$ cat src/rtl/alu_pkg.sv
// alu_pkg
// Purpose: shared decode constants for the EX stage and the state type used by
// the iterative divider (div_sequencer).
// Contents:
//   OP_*            major opcodes seen by the EX-stage decoder
//   FUNCT7_MULDIV   funct7 value that selects the M extension
//   FUNCT3_DIV..    funct3 encodings of the four divide operations
//   div_state_t     divider FSM states
//   isDivideOp      funct3[2] marks a real divide/remainder request
//   isSignedOp      funct3[0]=0 marks the signed variants (DIV/REM)
package alu_pkg;

  localparam logic [6:0] OP_REG  = 7'b0110011;
  localparam logic [6:0] OP_IMM  = 7'b0010011;

  localparam logic [6:0] FUNCT7_MULDIV = 7'h01;

  localparam logic [2:0] FUNCT3_DIV  = 3'd4;
  localparam logic [2:0] FUNCT3_DIVU = 3'd5;
  localparam logic [2:0] FUNCT3_REM  = 3'd6;
  localparam logic [2:0] FUNCT3_REMU = 3'd7;

  typedef enum logic [1:0] {
    IDLE,
    CALC,
    FIXUP,
    DONE
  } div_state_t;

  function automatic logic isDivideOp(input logic [2:0] funct3);
    return funct3[2];
  endfunction

  function automatic logic isSignedOp(input logic [2:0] funct3);
    return ~funct3[0];
  endfunction

endpackage

$ cat src/rtl/div_step.sv
// div_step
// Purpose: one combinational iteration of radix-2 restoring division on
// magnitudes. Shifts {rem,quo} left by one, trial-subtracts the divisor from
// the partial remainder and keeps the difference when it does not borrow.
// Ports:
//   rem_in   [DATA_W:0]    partial remainder before this iteration
//   quo_in   [DATA_W-1:0]  dividend bits still to shift in / quotient so far
//   divisor  [DATA_W-1:0]  divisor magnitude
//   rem_out  [DATA_W:0]    partial remainder after this iteration
//   quo_out  [DATA_W-1:0]  quo_in shifted left with the new quotient bit in bit 0
module div_step #(
  parameter int DATA_W = 32
) (
  input  logic [DATA_W:0]   rem_in,
  input  logic [DATA_W-1:0] quo_in,
  input  logic [DATA_W-1:0] divisor,
  output logic [DATA_W:0]   rem_out,
  output logic [DATA_W-1:0] quo_out
);

  logic [DATA_W:0]   w_shifted;
  logic [DATA_W+1:0] w_diff;
  logic              w_keep;

  assign w_shifted = {rem_in[DATA_W-1:0], quo_in[DATA_W-1]};
  assign w_diff    = {1'b0, w_shifted} - {2'b00, divisor};

  // The partial remainder is always below the divisor, so rem_in[DATA_W] stays
  // clear in practice; if it were ever set the shifted value would exceed any
  // divisor and the subtraction must be kept.
  assign w_keep = rem_in[DATA_W] | ~w_diff[DATA_W+1];

  assign rem_out = w_keep ? w_diff[DATA_W:0] : w_shifted;
  assign quo_out = {quo_in[DATA_W-2:0], w_keep};

endmodule

$ cat src/rtl/div_sequencer.sv
// div_sequencer
// Purpose: multi-cycle radix-2 restoring divider for RV32M DIV/DIVU/REM/REMU.
// Operands are converted to magnitudes on accept, DATA_W iterations of
// div_step produce the unsigned quotient/remainder, and a FIXUP cycle applies
// signs and the divide-by-zero quotient before the result is presented.
// Optional feature: define DIV_EARLY_OUT_EN to send divide-by-zero and signed
// overflow straight from IDLE to DONE; results are identical either way.
// Ports:
//   clk, rst        clock; asynchronous active-high reset
//   req_valid/ready request handshake (ready only in IDLE while flush=0)
//   req_funct3      4=DIV 5=DIVU 6=REM 7=REMU
//   req_dividend    rs1 value
//   req_divisor     rs2 value
//   flush           synchronous abort back to IDLE, result discarded
//   resp_valid/ready response handshake
//   resp_result     quotient or remainder, stable while resp_valid=1
//   busy            high whenever the FSM is not in IDLE
module div_sequencer #(
  parameter int DATA_W = 32
) (
  input  logic              clk,
  input  logic              rst,
  input  logic              req_valid,
  output logic              req_ready,
  input  logic [2:0]        req_funct3,
  input  logic [DATA_W-1:0] req_dividend,
  input  logic [DATA_W-1:0] req_divisor,
  input  logic              flush,
  output logic              resp_valid,
  input  logic              resp_ready,
  output logic [DATA_W-1:0] resp_result,
  output logic              busy
);

  import alu_pkg::*;

  localparam int CNT_W = $clog2(DATA_W);

  div_state_t        r_state;
  div_state_t        w_nextState;
  logic [CNT_W-1:0]  r_count;
  logic              r_isDiv;
  logic              r_wantRem;
  logic              r_negQuo;
  logic              r_negRem;
  logic              r_divZero;
  logic [DATA_W:0]   r_rem;
  logic [DATA_W-1:0] r_quo;
  logic [DATA_W-1:0] r_divisor;
  logic [DATA_W-1:0] r_result;

  logic              w_accept;
  logic              w_lastIter;
  logic              w_signedOp;
  logic              w_dividendNeg;
  logic              w_divisorNeg;
  logic [DATA_W-1:0] w_absDividend;
  logic [DATA_W-1:0] w_absDivisor;
  logic [DATA_W:0]   w_stepRem;
  logic [DATA_W-1:0] w_stepQuo;
  logic [DATA_W-1:0] w_fixQuo;
  logic [DATA_W-1:0] w_fixRem;
  logic [DATA_W-1:0] w_fixResult;
  logic              w_earlyOut;

  assign w_accept   = (r_state == IDLE) && req_valid && !flush;
  assign w_lastIter = (r_count == CNT_W'(DATA_W - 1));

  // Signed ops work on magnitudes; the most negative value maps onto itself,
  // which is still the correct unsigned magnitude modulo 2^DATA_W.
  assign w_signedOp    = isSignedOp(req_funct3);
  assign w_dividendNeg = w_signedOp && req_dividend[DATA_W-1];
  assign w_divisorNeg  = w_signedOp && req_divisor[DATA_W-1];
  assign w_absDividend = w_dividendNeg ? -req_dividend : req_dividend;
  assign w_absDivisor  = w_divisorNeg  ? -req_divisor  : req_divisor;

  div_step #(.DATA_W(DATA_W)) u_step (
    .rem_in  (r_rem),
    .quo_in  (r_quo),
    .divisor (r_divisor),
    .rem_out (w_stepRem),
    .quo_out (w_stepQuo)
  );

  // A zero divisor leaves the quotient all ones and the remainder equal to the
  // dividend magnitude; only the signed quotient needs the override, because
  // negating all ones for a negative dividend would give 1.
  assign w_fixQuo    = r_divZero ? '1 : (r_negQuo ? -r_quo : r_quo);
  assign w_fixRem    = r_negRem ? -r_rem[DATA_W-1:0] : r_rem[DATA_W-1:0];
  assign w_fixResult = !r_isDiv ? '0 : (r_wantRem ? w_fixRem : w_fixQuo);

`ifdef DIV_EARLY_OUT_EN
  logic              w_overflow;
  logic              w_divByZero;
  logic [DATA_W-1:0] w_earlyResult;

  assign w_divByZero = (req_divisor == '0);
  assign w_overflow  = w_signedOp && (req_dividend == {1'b1, {(DATA_W-1){1'b0}}})
                       && (req_divisor == '1);
  assign w_earlyOut  = isDivideOp(req_funct3) && (w_divByZero || w_overflow);

  // Overflow quotient is the dividend itself (the most negative value).
  always_comb begin
    w_earlyResult = '0;
    if (w_divByZero) begin
      w_earlyResult = req_funct3[1] ? req_dividend : '1;
    end else begin
      w_earlyResult = req_funct3[1] ? '0 : req_dividend;
    end
  end
`else
  assign w_earlyOut = 1'b0;
`endif

  // State register.
  always_ff @(posedge clk or posedge rst) begin
    if (rst) begin
      r_state <= IDLE;
    end else begin
      r_state <= w_nextState;
    end
  end

  // Next state and handshake outputs; flush overrides every transition.
  always_comb begin
    w_nextState = r_state;
    req_ready   = 1'b0;
    resp_valid  = 1'b0;
    busy        = 1'b1;
    unique case (r_state)
      IDLE: begin
        busy      = 1'b0;
        req_ready = !flush;
        if (w_accept) begin
          w_nextState = w_earlyOut ? DONE : CALC;
        end
      end
      CALC: begin
        if (w_lastIter) begin
          w_nextState = FIXUP;
        end
      end
      FIXUP: begin
        w_nextState = DONE;
      end
      DONE: begin
        resp_valid = 1'b1;
        if (resp_ready) begin
          w_nextState = IDLE;
        end
      end
    endcase
    if (flush) begin
      w_nextState = IDLE;
      resp_valid  = 1'b0;
    end
  end

  // Operand capture, iteration datapath and result register.
  always_ff @(posedge clk or posedge rst) begin
    if (rst) begin
      r_count   <= '0;
      r_isDiv   <= 1'b0;
      r_wantRem <= 1'b0;
      r_negQuo  <= 1'b0;
      r_negRem  <= 1'b0;
      r_divZero <= 1'b0;
      r_rem     <= '0;
      r_quo     <= '0;
      r_divisor <= '0;
      r_result  <= '0;
    end else if (flush) begin
      r_count  <= '0;
      r_result <= '0;
    end else begin
      unique case (r_state)
        IDLE: begin
          if (w_accept) begin
            r_isDiv   <= isDivideOp(req_funct3);
            r_wantRem <= req_funct3[1];
            r_negQuo  <= w_dividendNeg ^ w_divisorNeg;
            r_negRem  <= w_dividendNeg;
            r_divZero <= (req_divisor == '0);
            r_rem     <= '0;
            r_quo     <= w_absDividend;
            r_divisor <= w_absDivisor;
            r_count   <= '0;
`ifdef DIV_EARLY_OUT_EN
            if (w_earlyOut) begin
              r_result <= w_earlyResult;
            end
`endif
          end
        end
        CALC: begin
          r_rem   <= w_stepRem;
          r_quo   <= w_stepQuo;
          r_count <= r_count + 1'b1;
        end
        FIXUP: begin
          r_result <= w_fixResult;
        end
        DONE: begin
        end
      endcase
    end
  end

  assign resp_result = r_result;

endmodule
$ cat config.mk
export PLATFORM = sky130hd
export DESIGN_NAME = div_sequencer
export DESIGN_NICKNAME = d
export VERILOG_FILES = /design/src/rtl/alu_pkg.sv /design/src/rtl/div_step.sv /design/src/rtl/div_sequencer.sv
export SDC_FILE = /design/constraint.sdc
export NUM_CORES = 1
export LEC_CHECK = 0
export BUFFER_PORTS_ARGS = -buffer_cell sky130_fd_sc_hd__clkbuf_2
export CAP_MARGIN = 15
export CELL_PAD_IN_SITES_DETAIL_PLACEMENT = 0
export CELL_PAD_IN_SITES_GLOBAL_PLACEMENT = 1
export CORE_UTILIZATION = 40
export CTS_BUF_LIST = sky130_fd_sc_hd__clkbuf_4
export DETAILED_ROUTE_END_ITERATION = 6
export GPL_TIMING_DRIVEN = 0
export PLACE_DENSITY = 0.77
export SLEW_MARGIN = 20
export SYNTH_ARGS = -nofsm -noshare
export SYNTH_HDL_FRONTEND = slang
export SYNTH_HIERARCHICAL = 1
export SYNTH_SLANG_ARGS = --single-unit
$ cat constraint.sdc
create_clock -name clk -period 7.3 [get_ports clk]
set_input_delay 1.095 -clock clk [delete_from_list [all_inputs] [get_ports clk]]
set_output_delay 1.095 -clock clk [all_outputs]
set_load 0.02 [all_outputs]
# Yosys cells after proc, flatten, opt, wreduce, memory -nomap -nowiden
# Index checks and enable logic that the tools add are counted.
[totals]
output_inout_bits = 35
register_bits = 141
[op_classes]
bitwise = 5
mux = 26
addsub = 6
n_reduce_logical = 14
eq_ne = 8
[ops]
columns = ["cell", "count"]
rows = [
  ["32-bit 2-to-1 mux", 10],
  ["32-bit negator", 4],
  ["33-bit 2-to-1 mux", 2],
  ["33-bit one-hot mux with 2 select lines", 1],
  ["32-bit one-hot mux with 2 select lines", 1],
  ["33-bit by 32-bit subtractor with 34-bit output", 1],
  ["32-bit zero test", 1],
  ["5-bit 2-to-1 mux", 2],
  ["5-bit one-hot mux with 2 select lines", 1],
  ["3-bit inequality test (second input constant)", 3],
  ["3-bit AND reduction", 3],
  ["2-bit 2-to-1 mux", 4],
  ["2-bit one-hot mux with 4 select lines", 1],
  ["5-bit by 1-bit adder with 5-bit output (second input constant)", 1],
  ["5-bit == test (second input constant)", 1],
  ["2-bit == test (second input constant)", 2],
  ["1-bit logical AND", 4],
  ["1-bit 2-to-1 mux", 4],
  ["2-bit nonzero test", 2],
  ["1-bit NOT", 3],
  ["3-bit nonzero test", 1],
  ["2-bit by 1-bit == test with 1-bit output (second input constant)", 1],
  ["2-bit zero test", 1],
  ["2-bit inequality test (second input constant)", 1],
  ["other kinds (4)", 4],
]

# Longest topological paths before layout
[depth]
ltp_word = 7
depth_mapped = 15
ltp_nobuf = 14

# Hierarchy
# The synthesis kept the hierarchy.
[modules_own_cells]
columns = ["module", "instances", "cells_each", "area_per_inst_um2", "seq_area_each_um2"]
rows = [
  ["div_sequencer", 1, 989, 8663.3, 3528.4],
  ["div_step", 1, 335, 2507.4, 0.0],
]

# Worst setup path after synthesis
# OpenSTA, ideal clock, no wires.
[synth_timing]
path_kind = "input to register"
startpoint = "in req_divisor[4]"
endpoint = "reg r_divisor[19]"
slack_ns = 4.359
arrival_ns = 2.812
n_path_buf = 0
setup_ns = 0.129
required_time_ns = 7.171
path_stages = 6
cell_sequence = "or4_1 > or4_4 > or2_4 > o31ai_4 > xor2_1 > o21ai_1"
[synth_between]
elab_chain_cells = 2
[synth_lines]
columns = ["item", "line", "text"]
rows = [
  ["from (decl)", "div_sequencer.sv:27", "input logic [DATA_W-1:0] req_divisor,"],
  ["32-bit negator", "div_sequencer.sv:75", "assign w_absDivisor = w_divisorNeg ? -req_divisor : req_divisor;"],
  ["32-bit 2-to-1 mux", "div_sequencer.sv:75", ""],
  ["to (signal assigned)", "div_sequencer.sv:186", "r_divisor <= w_absDivisor;"],
  ["to (decl)", "div_sequencer.sv:49", "logic [DATA_W-1:0] r_divisor;"],
]
# Every way passes these cells.
# A chain may end at the register's enable or synchronous reset.

# Worst setup path in the final report
[layout_timing]
startpoint = "reg r_rem[3]"
endpoint = "reg r_rem[15]"
[layout_between]
elab_chain_cells = 5
[layout_lines]
columns = ["item", "line", "text"]
rows = [
  ["from (decl)", "div_sequencer.sv:47", "logic [DATA_W:0] r_rem;"],
  ["from (signal assigned)", "div_sequencer.sv:196", "r_rem <= w_stepRem;"],
  ["33-bit by 32-bit subtractor with 34-bit output *", "div_step.sv:26", "assign w_diff = {1'b0, w_shifted} - {2'b00, divisor};"],
  ["1-bit NOT", "div_step.sv:31", "assign w_keep = rem_in[DATA_W] | ~w_diff[DATA_W+1];"],
  ["1-bit OR", "div_step.sv:31", ""],
  ["33-bit 2-to-1 mux *", "div_step.sv:33", "assign rem_out = w_keep ? w_diff[DATA_W:0] : w_shifted;"],
  ["via w_stepRem[15]", "div_sequencer.sv:59", "logic [DATA_W:0] w_stepRem;"],
  ["33-bit one-hot mux with 2 select lines *", "div_sequencer.sv:176", "unique case (r_state)"],
]
# The timed path passes the listed nets; every way through them passes the cells marked *.

==> flow_summary.ini <==
[critical_path]
reg2regPathDepth = 13
path_depth = 13
crit_fanout = 10
crit_path_max_incr_delay_ns = 0.49
worstPathCellList = ha_1 > o211ai_1 > a21oi_2 > o2111ai_2 > o21ai_2 > nand2_2 > o221ai_4 > o21ai_4 > o31ai_4 > buf_6 > mux2_2 > nand3_1 > nand2_1
crit_required_ns = 7.75
critical-path-top-delay-family = compound AO/OA/AOI/OAI gates
worstReg2RegStart = r_rem[3]
reg2reg_to = r_rem[15]
worst-path-buf-inv = 1
cp-start-kind = register
crit_arrival_ns = 3.99
cp_slowest_cell = o31ai_4
path_class = register to register
r2r_setup_slack_ns = 3.76
crit_path_end_kind = register

[detailed_routing]
drc = 0
vias_per_cell = 5.57
dr.first_iter.drc_count = 742
ant_nets = 0
wire_per_inst_um = 18.6
dr_total_vias = 10200
first_pass_iters = 5
wirelength_mm = 34.1

[clock_network]
ctsHoldBuffers = 0
clockBufferDepth = 2
root_buffer = clkbuf_4
clk_latency_ns = 0.58
clkTransAtPathRegs_ns = 0.15
cts_resized = 0
cts_sinks = 141
cts_setup_buffers = 0
cts_buffers = 17
cts_tree = yes
htree_levels = 4

[logic_synthesis]
async_flop_share_pct = 100
synth.most_common_cell = nand2_1
ys_ff_latch = 141
yosysSeqAreaShare_pct = 31.6
yosys.area.top_type = dfrtp_1
yosys-top-cells-area = dfrtp_1 32%, xor2_1 7.2%, nand2_1 5.4%
syn_nets = 1439
ys_warn_count = 6
syn_area_sq_um = 11200
ys_types = 79
syn_inst = 1324
syn_avg_cell_area_sq_um = 8.44
synth_commonest_cells = 162 x nand2_1, 141 x dfrtp_1, 92 x xor2_1
ys.flop_type = dfrtp_1
synth_edf_count = 0
netlist.area_leader.share_pct = 31.6

[sta]
fmax_mhz = 283
fin_crit_ns = 3.54
clock_skew_ns = 0.0376
tightest_slew_ns = 0.886
final_max_slew_viol_count = 0
fin_setup_tns_ns = 0
rsz0062_at_grt = no
timing.final.crit_share_pct = 48.5
setup_ws_ns = 3.76
setup_viol = 0
slew_headroom_pct = 40.1
hold_viol_final = 0

[floorplan]
core-area_sq_um = 27200
start_util_pct = 41.1
die_area_sq_um = 28600
fp-row-count = 60
die-width_um = 169
io_pins = 107
die_h_um = 169

[pwr]
power-per-cell-area_nw_per_um2 = 320
p_leak_uw = 0.00598
peakVddDrop_uv = 179
p_total_uw = 3990

[place]
dpl.hpwl_mm = 26.9
portBuffers = 106
finalWeightedCongestion = 0.932
pre_cts_ws_ns = 3.81

[global_routing]
grt_max_degree = 84
grt_pass1_vias = 9669
grt-ovfl-total = 0
antenna_found_initial = 1
grt_usage_pct = 24.4
grt_pass1_wl_mm = 54.3

[finish]
area_delta_synth_final_pct = 11.8
fin_nets = 1565
fillerInstances = 2793
layout-drive-gt1-share_pct = 15.9

[min_path]
hp-start = resp_result[8]
worstHoldPathType = register to register
min_path_cells = 1
hold_end = resp_result[8]

[flow_run]
drv_cap = 0

[outcome]
status = finished clean
[cells in the final DEF, fill, tap and decap left out, types with 13 or more instances in the layout]
master      n
xnor2_1    57
xor2_1     92
dfrtp_1   141
inv_1      60
o41ai_1    19
nor2_1     74
a221oi_1   24
ha_1       42
clkbuf_1   65
o21ai_0    84
o31ai_1    37
or4_1      13
buf_4      32
nand2_1   162
nand4_1    15
a21o_1     42
nand3_1    56
nor3_1     18
clkbuf_2  107
mux2_2     25
o211ai_1   13
a21oi_1    78
clkbuf_4   17
[report_power, final]
| group | switching, uW | leakage (uW) | internal [uW] | total (uW) |
|---|---|---|---|---|
| registers | 283 | 0.00185 | 994 | 1280 |
| clock network | 303 | 0.000147 | 230 | 533 |
| logic | 1370 | 0.00398 | 814 | 2180 |
[metrics by stage]
stage,utilization (%),area (sq um),hold WS [ns],instances
after floorplan,-,11200,0.450,1324
after global placement,44.8,12200,0.462,1802
after detailed placement,44.9,12200,0.465,1803
after CTS,45.9,12500,0.495,1834
after global routing,46.0,12500,0.509,1837
final,46.0,12500,0.490,1837
[area by class of cell]
class	count	area, sq um	area share (%)
tap	372	465	3.73
sequential	141	3530	28.3
clock buffer	17	128	1.02
multi-input combinational	1019	6880	55.1
buffer	103	531	4.25
timing repair buffer	107	558	4.47
antenna	3	7.51	0.0601
clock inverter	14	153	1.22
inverter	61	236	1.89
[how the worst max path moves through the flow]
stage	start	end	slack, ns
finish	r_rem[3]	r_rem[15]	3.76
floorplan	rst	r_count[0]	2.42
global placement	rst	r_divisor[18]	0.51
CTS	r_rem[3]	r_rem[15]	3.79
detailed placement	req_dividend[0]	r_quo[22]	3.81
global route	r_rem[3]	r_rem[8]	3.55
[routing by layer]
layer / vias up / global-route usage [%] / wire length [um]
met4: 0 / 6.15 / 602
met3: 33 / 3.37 / 1730
li1: 5000 / - / -
met5: - / 0 / 0
met1: 4920 / 36.6 / 16900
met2: 279 / 36.6 / 14900
[sequential cells by signal, indices dropped and copies added, names as in the netlist]
register	flops
r_wantRem	1
r_rem	33
resp_result	32
r_divZero	1
r_negRem	1
r_negQuo	1
r_count	5
r_quo	32
r_isDiv	1
r_state	2
r_divisor	32
[worst register-to-register path, delay by kind of cell, from the launching register on]
kind,cells,cell delay [ns]
compound gates,7,1.70
fa+ha+maj,1,0.39
buf+inv,1,0.23
flops,1,0.48
mux,1,0.36
simple gates,3,0.26
[logic make-up after synthesis]
group | count (synthesis) | share of synthesized area (%)
AO/OA/AOI/OAI | 364 | 22.2
XOR/XNOR | 149 | 11.7
adder cells (fa/ha/maj) | 43 | 4.88
buffers and inverters | 164 | 6.80
flip-flops | 141 | 31.6
multiplexers | 40 | 3.92
AND/OR/NAND/NOR | 423 | 18.9
No activity file was read; power rests on OpenSTA's default activity.
